### src/rtl/fetch_unit_pkg.sv
// rtl/fetch_unit_pkg.sv - shared CPU definitions for instruction fetch and decode
package fetch_unit_pkg;

   localparam int OPCODE_W    = 24;
   localparam int INSTR_BYTES = 3;

   typedef enum logic [2:0] {
      ST_RESET  = 3'd0,
      ST_FETCH0 = 3'd1,
      ST_FETCH1 = 3'd2,
      ST_FETCH2 = 3'd3,
      ST_READY  = 3'd4
   } fetch_state_t;

endpackage

### src/rtl/fetch_unit.sv
// rtl/fetch_unit.sv - byte-serial fetch of 3-byte instructions with jump redirect
module fetch_unit
   import fetch_unit_pkg::*;
#(
   parameter int                ADDR_W   = 16,
   parameter logic [ADDR_W-1:0] RESET_PC = '0
) (
   input  logic                clk,
   input  logic                rst,
   output logic [ADDR_W-1:0]   mem_addr,
   output logic                mem_rd,
   input  logic [7:0]          mem_data,
   input  logic                mem_ack,
   output logic [OPCODE_W-1:0] opcode,
   output logic                op_rdy,
   input  logic                pc_en,
   input  logic                jump_en,
   input  logic [ADDR_W-1:0]   jump_addr,
   output logic [ADDR_W-1:0]   pc
);

   fetch_state_t          state, state_next;
   logic [ADDR_W-1:0]     pc_next;
   logic [OPCODE_W-1:0]   opcode_next;

   always_ff @(posedge clk) begin
      if (rst) begin
         state  <= ST_RESET;
         pc     <= RESET_PC;
         opcode <= '0;
      end else begin
         state  <= state_next;
         pc     <= pc_next;
         opcode <= opcode_next;
      end
   end

   always_comb begin
      state_next  = state;
      pc_next     = pc;
      opcode_next = opcode;
      mem_rd      = 1'b0;
      mem_addr    = pc;
      op_rdy      = 1'b0;

      case (state)
         ST_RESET: begin
            state_next = ST_FETCH0;
         end
         ST_FETCH0: begin
            mem_rd = 1'b1;
            if (mem_ack) begin
               opcode_next[23:16] = mem_data;
               state_next         = ST_FETCH1;
            end
         end
         ST_FETCH1: begin
            mem_rd   = 1'b1;
            mem_addr = pc + ADDR_W'(1);
            if (mem_ack) begin
               opcode_next[15:8] = mem_data;
               state_next        = ST_FETCH2;
            end
         end
         ST_FETCH2: begin
            mem_rd   = 1'b1;
            mem_addr = pc + ADDR_W'(2);
            if (mem_ack) begin
               opcode_next[7:0] = mem_data;
               state_next       = ST_READY;
            end
         end
         ST_READY: begin
            op_rdy = 1'b1;
            if (pc_en) begin
               pc_next    = pc + ADDR_W'(INSTR_BYTES);
               state_next = ST_FETCH0;
            end
         end
         default: begin
            state_next = ST_RESET;
         end
      endcase

      // A redirect wins over both an ack and an accept; any byte landing this cycle is dropped.
      if (jump_en && state != ST_RESET) begin
         pc_next     = jump_addr;
         state_next  = ST_FETCH0;
         opcode_next = opcode;
      end
   end

endmodule

### config.mk
export PLATFORM = sky130hd
export DESIGN_NAME = fetch_unit
export DESIGN_NICKNAME = d
export VERILOG_FILES = /design/src/rtl/fetch_unit_pkg.sv /design/src/rtl/fetch_unit.sv
export SDC_FILE = /design/constraint.sdc
export NUM_CORES = 1
export LEC_CHECK = 0
export ABC_AREA = 0
export BUFFER_PORTS_ARGS = -buffer_cell sky130_fd_sc_hd__buf_2
export CORE_MARGIN = 1.5
export CORE_UTILIZATION = 30
export DETAILED_ROUTE_END_ITERATION = 7
export HOLD_SLACK_MARGIN = 0.1
export PLACE_DENSITY_LB_ADDON = 0.12
export SLEW_MARGIN = 20
export SYNTH_ARGS = -nofsm -noshare
export SYNTH_HDL_FRONTEND = slang
export SYNTH_SLANG_ARGS = --single-unit
export TNS_END_PERCENT = 30
### constraint.sdc
create_clock -name clk -period 2.35 [get_ports clk]
set_clock_uncertainty 0.2 [all_clocks]
set_input_delay 0.235 -clock clk [delete_from_list [all_inputs] [get_ports clk]]
set_output_delay 0.235 -clock clk [all_outputs]
set_load 0.05 [all_outputs]
==> flow_metrics.tcl, run 1 <==
set metrics [dict create \
    status "finished clean" \
    ys_types 52 \
    hold_path.class "in2reg" \
    grt_pass1_wl_um 12400 \
    syn_area_um2 2450 \
    yosysMostFrequentCell "nor2_1" \
    hold_violations 0 \
    period_share_pct 96.8 \
    initial_core_util_pct 31.3 \
    cts_max_level 2 \
    cp_top_family "simple AND/OR/NAND/NOR gates" \
    port_buffers 86 \
    cp-start-kind "flop" \
    rsz0062_at_grt "true" \
    async_flop_share_pct 0 \
    placed_area_um2 3300 \
    crit_buf_inv 1 \
    ys_ff_latch 43 \
    vias 2582 \
    yosys.area.top_type "dfxtp_1" \
    leakage_nw 1.72 \
    finalSetupViolCount 0 \
    avgRoutedWirePerCell_um 14.7 \
    core_um2 7810 \
    dr.pass1.iters 4 \
    max-vdd-ir-drop_uv 257 \
    synth-edff-count 0 \
    synth_compound_area_share_pct 15.0 \
    drive_gt1_share_pct 38.7 \
    dieArea_um2 8700 \
    synth_fa_ha_area_share_pct 2.05 \
    synth_common_cells "nor2_1 (47), dfxtp_1 (43), mux2i_1 (24), clkbuf_1 (17), nand2_1 (16)" \
    ys_warn_count 0 \
    critical_path_class "reg2out" \
    synth_nets 327 \
    clkLatencyLatePin_ns 0.30 \
    syn_area_per_cell_um2 8.32 \
    cts_buffers 5 \
    synth_cells 294 \
    nets 451 \
    yosys.area_share.simple_pct 25.3 \
    yosysTopAreaCellShare_pct 35.2 \
    cts_tree "built" \
    num_antenna_cells 0 \
    drt_iter0_drc 98 \
    relSlewSlack_pct 51.7 \
    ys.flop_type "dfxtp_1" \
    arrival_ns 1.84 \
    tightest_slew_ns 0.725 \
    p_per_area_nw_per_um2 471 \
    slowest_delay_ns 0.41 \
    regToRegEndpoint "pc[12]$_SDFFE_PP0P_" \
    fin_area_um2 3770 \
    drtAntennaViolNets 0 \
    crit_path_cell_trace "nand2_1 -> nor4b_4 -> nand3_2 -> xnor2_4 -> buf_6" \
    via_per_inst 4.96 \
    drv_cap 0 \
    fillCellCount 831 \
    reg2reg_depth 7 \
    synth_seq_area_share_pct 35.2 \
    hold_depth 4 \
    hpwl_um 5560 \
    ios 87 \
    synthTopCellsByArea "dfxtp_1 (35%), mux2i_1 (9.8%), nor2_1 (7.2%)" \
    synth_top_family_by_area "simple AND/OR/NAND/NOR gates" \
    drt_drc_violations_left 0 \
    place.gp.congestion 0.792 \
    finalWirelength_um 7660 \
    end_kind "output pin" \
    clk_pin_slew_ns 0.10 \
    r2r-start "pc[1]$_SDFFE_PP0P_" \
    grt_pass1_vias 2501 \
    die_w_um 93.3 \
    synthXorXnorAreaFrac_pct 6.09 \
    synthMuxAreaShare_pct 10.3 \
    track_usage_pct 17.9 \
    setup_tns_ns 0 \
    fmax_ghz 0.440 \
    hold_start "mem_ack" \
    root_buffer "clkbuf_8" \
    required_ns 1.91 \
    antenna_found_initial 0 \
    holdPathEnd "state[0]$_SDFFE_PP0P_" \
    syn_to_final_growth_pct 54.0 \
    slew_viol_final 0 \
    rows 32 \
    grt.overflow.total 0 \
    cp_max_fo 7 \
    fp.dieH_um 93.3 \
    period_needed_ns 2.28 \
    cts_buffer_depth 2 \
    clock-sinks 43 \
    rrSetupSlack_ns 0.20 \
    cp_slowest_cell "dfxtp_2" \
    grt_max_degree 39 \
]
how the worst max path moves through the flow:
stage / start / end / depth (start not counted)
final: pc[5]$_SDFFE_PP0P_ / mem_addr[12] / 5
after global routing: pc[1]$_SDFFE_PP0P_ / mem_addr[12] / 6
after CTS: pc[2]$_SDFFE_PP0P_ / mem_addr[8] / 6
after detailed placement: pc[0]$_SDFFE_PP0P_ / mem_addr[14] / 6
after global placement: pc[1]$_SDFFE_PP0P_ / mem_addr[9] / 7
after floorplan: pc[4]$_SDFFE_PP0P_ / mem_addr[12] / 5
repair_timing:
item | 4_1_cts | 5_1_grt
endpoints found under the setup margin | 10 | 12
resized for setup | 17 | 15
pin swaps | 0 | 2
setup buffers | 1 | 2
hold endpoints to repair | 39 | 0
hold buffers | 23 | 0
cells by family (layout without fill, tap and decap cells):
kind of cell    count (synthesis)  count (layout)
compound gates                 53              53
xor+xnor                       17              17
fa+ha+maj                       4               4
buf+inv                        35             160
flops                          43              43
mux                            25              25
simple gates                  117             117
placed cells by master, fill, tap and decap left out, drive strengths merged, types with 5 or more instances in the layout:
master         n
dfxtp         43
nand2         16
a21oi         11
dlygate4sd3   23
xor2           8
nor2          47
inv           11
a22oi          5
clkbuf         7
nand2b         5
o21ai         11
nand3b         5
xnor2          9
nor4          10
nand4          7
mux2i         24
nor3          11
buf          118
where the power goes:
group | internal, mW | switching [mW] | leakage, nW
clock | 0.280 | 0.287 | 0.0569
sequential | 0.749 | 0.0265 | 0.355
combinational | 0.161 | 0.271 | 1.31
total | 1.19 | 0.585 | 1.72
per-layer routing:
metal / up-vias / track usage [%] / wire length (µm)
met5: - / 0 / 0
met4: 0 / 4.80 / 50
met3: 7 / 3.50 / 429
met2: 67 / 30.7 / 3680
met1: 1216 / 22.7 / 3500
li1: 1292 / - / -
metrics by stage:
stage | total power [mW] | setup WS (ns) | util, % | hold slack [ns] | instances
3_5_place_dp | 1.18 | 0.133 | 42.2 | 0.279 | 487
6_report | 1.77 | 0.0748 | 48.3 | 0.105 | 521
4_1_cts | 1.80 | -0.0590 | 47.5 | 0.104 | 519
2_1_floorplan | 1.06 | -0.126 | - | 0.178 | 294
5_1_grt | 1.86 | -0.0461 | 48.3 | 0.113 | 521
3_3_place_gp | 1.18 | 0.162 | 42.2 | 0.269 | 487
sequential cells by signal, indices dropped and copies added (netlist names):
register	count
state	3
opcode	24
pc	16
tightest hold or removal path, cell delays in order:
cell and delay (ns):
buf_2 0.09, o21ai_0 0.06, o21ai_0 0.07, a21oi_1 0.09
final cells by class:
type	instances	area, µm²	area share (%)
Clock buffer	6	93.8	2.49
Clock inverter	2	17.5	0.465
Inverter	10	37.5	0.996
Multi-Input combinational cell	216	1650	43.7
Sequential cell	43	886	23.5
Tap cell	102	128	3.39
Timing Repair Buffer	142	960	25.5
Power figures use the tool's default switching activity.
==> run 2, diff against run 1 <==
--- a/config.mk
+++ b/config.mk
@@ -5,7 +5,7 @@
 export SDC_FILE = /design/constraint.sdc
 export NUM_CORES = 1
 export LEC_CHECK = 0
-export ABC_AREA = 0
+export ABC_AREA = 1
 export BUFFER_PORTS_ARGS = -buffer_cell sky130_fd_sc_hd__buf_2
 export CORE_MARGIN = 1.5
 export CORE_UTILIZATION = 30
==> flow_metrics.tcl, run 2 <==
set metrics [dict create \
    status "finished clean" \
    finalWirelength_um 8400 \
    reg2reg_depth 9 \
    rows 33 \
    crit_path_start "pc[1]$_SDFFE_PP0P_" \
    synth_cells 397 \
    drt_drc_violations_left 0 \
    synthTopCellsByArea "dfxtp_1 (33%), nand2_1 (12%), o21ai_0 (9.7%)" \
    place_ws_ns 0.130 \
    period_needed_ns 2.26 \
    async_flop_share_pct 0 \
    end_kind "output pin" \
    grt_pass1_vias 2827 \
    clkLatencyLatePin_ns 0.30 \
    leakage_nw 1.66 \
    drtAntennaViolNets 0 \
    hold_violations 0 \
    cts_max_level 2 \
    cts_tree "built" \
    tightest_slew_ns 0.603 \
    max-vdd-ir-drop_uv 313 \
    dr.pass1.iters 4 \
    num_antenna_cells 0 \
    power.switching_uw 863 \
    rsz0062_at_grt "true" \
    slowest_delay_ns 0.38 \
    rrSetupSlack_ns 0.34 \
    synth-edff-count 0 \
    mostFrequentLayoutCell "nand2_1" \
    antenna_found_initial 0 \
    cts_buffer_depth 2 \
    ys_types 31 \
    cp_max_fo 5 \
    setup_ws_ns 0.0866 \
    hold_path.class "in2reg" \
    cts_buffers 5 \
    grt_max_degree 28 \
    fillCellCount 876 \
    layout_common_cells "nand2_1 (80), buf_2 (77), inv_1 (56)" \
    dieArea_um2 9170 \
    regArea_um2 895 \
    clock-sinks 43 \
    cp_slowest_cell "dfxtp_4" \
    regToRegEndpoint "pc[6]$_SDFFE_PP0P_" \
    arrival_ns 1.83 \
    syn_to_final_growth_pct 43.1 \
    sw_frac_of_total_pct 39.6 \
    track_usage_pct 18.8 \
    fmax_ghz 0.442 \
    ios 87 \
    synth_seq_area_share_pct 33.3 \
    holdWs_ns 0.0931 \
    die_w_um 95.8 \
    syn_area_um2 2580 \
    hpwl_um 6290 \
    cp-start-kind "flop" \
    drv_cap 0 \
    finalSetupViolCount 0 \
    place.gp.congestion 0.875 \
    top_regs "opcode x24, pc x16, state x3" \
    ys_ff_latch 43 \
    largest_register_ffs 24 \
    ys_warn_count 0 \
    ys.flop_type "dfxtp_1" \
    slew_viol_final 0 \
    yosysTopAreaCellShare_pct 33.3 \
    fp.dieH_um 95.8 \
    synth_common_cells "nand2_1 (84), inv_1 (56), o21ai_0 (50), dfxtp_1 (43), nor2_1 (40)" \
    critical_path_class "reg2out" \
    top_register "opcode" \
    p_per_area_nw_per_um2 589 \
    r2r-start "pc[0]$_SDFFE_PP0P_" \
    core_um2 8260 \
    nets 550 \
    syn_area_per_cell_um2 6.50 \
    grt.overflow.total 0 \
    crit_path_cell_trace "ha_2 -> inv_1 -> nor2_2 -> nand3_1 -> o21ai_1 -> nand2_2 -> xor2_4 -> buf_4" \
    finish.utilization_pct 44.7 \
    grt_pass1_wl_um 13400 \
    multi_input_area_um2 1530 \
    clk_pin_slew_ns 0.10 \
    port_buffers 86 \
    relSlewSlack_pct 59.7 \
    drt_iter0_drc 111 \
    pwr-share-clk_pct 28.5 \
    internal_power_mw 1.31 \
    initial_core_util_pct 31.3 \
    drive_gt1_share_pct 29.9 \
    root_buffer "clkbuf_8" \
    yosysMostFrequentCell "nand2_1" \
    via_per_inst 4.69 \
    combinationalPowerShare_pct 33.1 \
    period_share_pct 96.3 \
    required_ns 1.91 \
    yosys.area.top_type "dfxtp_1" \
    vias 2919 \
    seqPwrFrac_pct 38.4 \
    synth_nets 430 \
    avgRoutedWirePerCell_um 13.5 \
    endpoint "mem_addr[8]" \
]
[run 2: cell types whose count changed after synthesis, sizes merged, moves of 10 or more]
cell / previous run / this run
a21oi: 11 / 33
inv: 10 / 60
clkbuf: 17 / 4
nor4: 10 / 0
nand3: 3 / 22
nand2: 16 / 90
o21ai: 11 / 51
mux2i: 24 / 0
[run 2: worst max-delay path, delay by kind of cell, from the launching register on]
kind,cells,cell delay [ns]
DFF,1,0.38
and+or+nand+nor,3,0.38
buffers and inverters,2,0.25
adders and majority gates,1,0.19
xor gates and xnor gates,1,0.17
AOI/OAI and AO/OA,1,0.16
[run 2: power by group through the flow]
stage	Sequential [mW]	Combinational [mW]	Clock (mW)
CTS	0.835	0.703	0.636
floorplan	0.996	0.341	0
global placement	0.848	0.667	0
finish	0.836	0.720	0.620
detailed placement	0.850	0.668	0
global route	0.844	0.784	0.665
[run 2: per-layer routing]
metal	global-route usage, %	wire (µm)	vias to the layer above
met3	3.55	433	6
met4	5.15	93	0
met1	24.0	3920	1318
met5	0	0	-
met2	32.3	3960	78
li1	-	-	1517
[run 2: cell families after synthesis]
group | synth area share, %
XOR/XNOR | 4.75
adder cells (fa/ha/maj) | 1.94
flip-flops | 33.3
AO/OA/AOI/OAI | 19.0
AND/OR/NAND/NOR | 29.7
buffers and inverters | 11.2
[run 2: per-stage QoR]
stage / instances / TNS [ns] / area, µm² / total power, mW
3_5_place_dp: 585 / 0 / 3180 / 1.52
4_1_cts: 616 / -0.0171 / 3560 / 2.17
3_3_place_gp: 585 / 0 / 3180 / 1.52
5_1_grt: 623 / -0.129 / 3690 / 2.29
6_report: 623 / 0 / 3690 / 2.18
2_1_floorplan: 397 / -1.03 / 2630 / 1.34
[run 2: final cells by class]
cell class | instances | share of cell area [%]
multi-input cells | 283 | 41.3
well taps | 105 | 3.56
repair buffers | 123 | 21.5
inverters | 61 | 6.23
clock buffers | 5 | 1.86
clock inverters | 3 | 1.25
flip-flops and latches | 43 | 24.2
[run 2: repair_timing]
item                                   4_1_cts  5_1_grt
setup buffers                                0        7
pin swaps                                    1        4
endpoints found under the hold margin       38        0
setup endpoints to repair                    7       14
gates resized for setup                     16       30
gates cloned                                 0        0
hold buffers                                23        0
[run 2: worst min-delay path by stage]
stage	slack, ns	from	to	cells after the start
3_3_place_gp	0.23	opcode[20]$_SDFFE_PP0P_	opcode[20]$_SDFFE_PP0P_	2
6_report	0.09	jump_addr[8]	pc[8]$_SDFFE_PP0P_	5
2_1_floorplan	0.20	jump_addr[0]	pc[0]$_SDFFE_PP0P_	2
5_1_grt	0.12	jump_addr[8]	pc[8]$_SDFFE_PP0P_	5
4_1_cts	0.10	jump_addr[14]	pc[14]$_SDFFE_PP0P_	5
3_5_place_dp	0.23	opcode[13]$_SDFFE_PP0P_	opcode[13]$_SDFFE_PP0P_	2
==> run 3, diff against run 2 <==
--- a/config.mk
+++ b/config.mk
@@ -6,10 +6,10 @@
 export NUM_CORES = 1
 export LEC_CHECK = 0
 export ABC_AREA = 1
-export BUFFER_PORTS_ARGS = -buffer_cell sky130_fd_sc_hd__buf_2
 export CORE_MARGIN = 1.5
 export CORE_UTILIZATION = 30
 export DETAILED_ROUTE_END_ITERATION = 7
+export DONT_BUFFER_PORTS = 1
 export HOLD_SLACK_MARGIN = 0.1
 export PLACE_DENSITY_LB_ADDON = 0.12
 export SLEW_MARGIN = 20
==> flow_metrics.tcl, run 3 (synthesized netlist as in run 2, its figures left out) <==
set metrics [dict create \
    cts_tree "built" \
    critical_path_class "reg2out" \
    cp.depth 10 \
    stdcell_count 570 \
    num_antenna_cells 0 \
    layout_common_cells "nand2_1 (83), inv_1 (53), o21ai_0 (47)" \
    p_per_area_nw_per_um2 590 \
    crit_path_cell_trace "ha_2 -> inv_1 -> nor2_1 -> nand3_1 -> or2_1 -> nand2_1 -> nand2_1 -> nand2_1 -> inv_1 -> buf_12" \
    hold_violations 0 \
    hold_start "pc_en" \
    drt_drc_violations_left 0 \
    cts_max_level 2 \
    hold_depth 5 \
    relSlewSlack_pct 52.6 \
    syn_to_final_growth_pct 37.4 \
    timing.critical_path.mode_cell "nand2_1" \
    status "finished clean" \
    end_kind "output pin" \
    crit_buf_inv 3 \
    grt_pass1_wl_um 12900 \
    drtAntennaViolNets 0 \
    regArea_um2 876 \
    slowest_delay_ns 0.40 \
    required_ns 1.91 \
    tightest_slew_ns 0.709 \
    port_buffers 0 \
    clk_pin_slew_ns 0.11 \
    clkLatencyLatePin_ns 0.31 \
    nets 497 \
    largest_register_ffs 24 \
    drt_iter0_drc 117 \
    r2r-start "state[0]$_SDFFE_PP0P_" \
    die_w_um 95.8 \
    cp_slowest_cell "dfxtp_4" \
    antenna_found_initial 0 \
    period_share_pct 97.7 \
    dr.pass1.iters 4 \
    grt_max_degree 28 \
    grt_pass1_vias 2579 \
    avgRoutedWirePerCell_um 14.6 \
    place.gp.congestion 0.938 \
    hpwl_um 6340 \
    slew_viol_final 0 \
    cp-start-kind "flop" \
    max-vdd-ir-drop_uv 406 \
    holdWs_ns 0.116 \
    cts_buffer_depth 2 \
    reg2reg_depth 7 \
    initial_core_util_pct 31.3 \
    grt.overflow.total 0 \
    fmax_ghz 0.436 \
    cts_buffers 5 \
    fp.dieH_um 95.8 \
    crit_path_start "pc[0]$_SDFFE_PP0P_" \
    finalSetupViolCount 0 \
    cp_top_family "simple AND/OR/NAND/NOR gates" \
    finalWirelength_um 8320 \
    vias 2776 \
    track_usage_pct 18.3 \
    multi_input_area_um2 1530 \
    top_register "opcode" \
    root_buffer "clkbuf_8" \
    top_regs "opcode x24, pc x16, state x3" \
    period_needed_ns 2.30 \
    drive_gt1_share_pct 19.6 \
    hold_path.class "in2reg" \
    dieArea_um2 9170 \
    place_inst 527 \
    drv_cap 0 \
    leakage_nw 1.39 \
    via_per_inst 4.87 \
    rsz0062_at_grt "true" \
    rrSetupSlack_ns 0.07 \
    cp_max_fo 7 \
    rows 33 \
    core_um2 8260 \
    fillCellCount 916 \
    mostFrequentLayoutCell "nand2_1" \
    arrival_ns 1.86 \
    ios 87 \
    clock-sinks 43 \
]
[run 3: report_power, final]
| group | switching [mW] | leakage (nW) | internal [mW] |
|---|---|---|---|
| Combinational | 0.424 | 0.989 | 0.222 |
| Sequential | 0.139 | 0.354 | 0.780 |
| Clock | 0.307 | 0.0491 | 0.219 |
| Total | 0.870 | 1.39 | 1.22 |
[run 3: layout make-up]
cell class | instances | share of cell area [%]
repair buffers | 70 | 19.1
clock inverters | 3 | 0.741
clock buffers | 5 | 1.94
flip-flops and latches | 43 | 24.7
inverters | 61 | 6.56
multi-input cells | 283 | 43.2
well taps | 105 | 3.70
[run 3: routing by layer]
metal	track usage [%]	vias up	routed length, µm
met5	0	-	0
met4	5.02	0	112
met3	4.58	9	561
met2	30.8	82	4090
met1	23.1	1273	3560
li1	-	1412	-
[run 3: timing repair]
action / in CTS / in global routing
buffers inserted: 2 / 2
gates resized for setup: 7 / 21
endpoints found under the hold margin: 43 / 0
pin swaps: 2 / 1
endpoints found under the setup margin: 6 / 16
hold buffers: 31 / 0
[run 3: stage by stage]
step | worst slack [ns] | setup TNS (ns) | total power [mW] | util, % | instance area, µm²
final | 0.0550 | 0 | 2.09 | 43.0 | 3550
after global routing | -0.108 | -0.429 | 2.20 | 43.0 | 3550
after CTS | -0.00330 | -0.00330 | 2.11 | 42.0 | 3470
after detailed placement | 0.196 | 0 | 1.51 | 36.7 | 3030
after global placement | 0.200 | 0 | 1.51 | 36.7 | 3030
after floorplan | -0.301 | -1.03 | 1.34 | - | 2630
[run 3: worst register-to-register path, delay by kind of cell, from the launching register on]
family          cells  cell delay, ns
compound gates      2            0.29
simple gates        4            0.76
buf+inv             1            0.55
flops               1            0.37
[run 3: worst paths after layout]
kind                                                end
worst max register to register  opcode[23]$_SDFFE_PP0P_
worst max-delay path                       mem_addr[14]
worst min-delay path                 pc[6]$_SDFFE_PP0P_
worst min register to register       pc[1]$_SDFFE_PP0P_
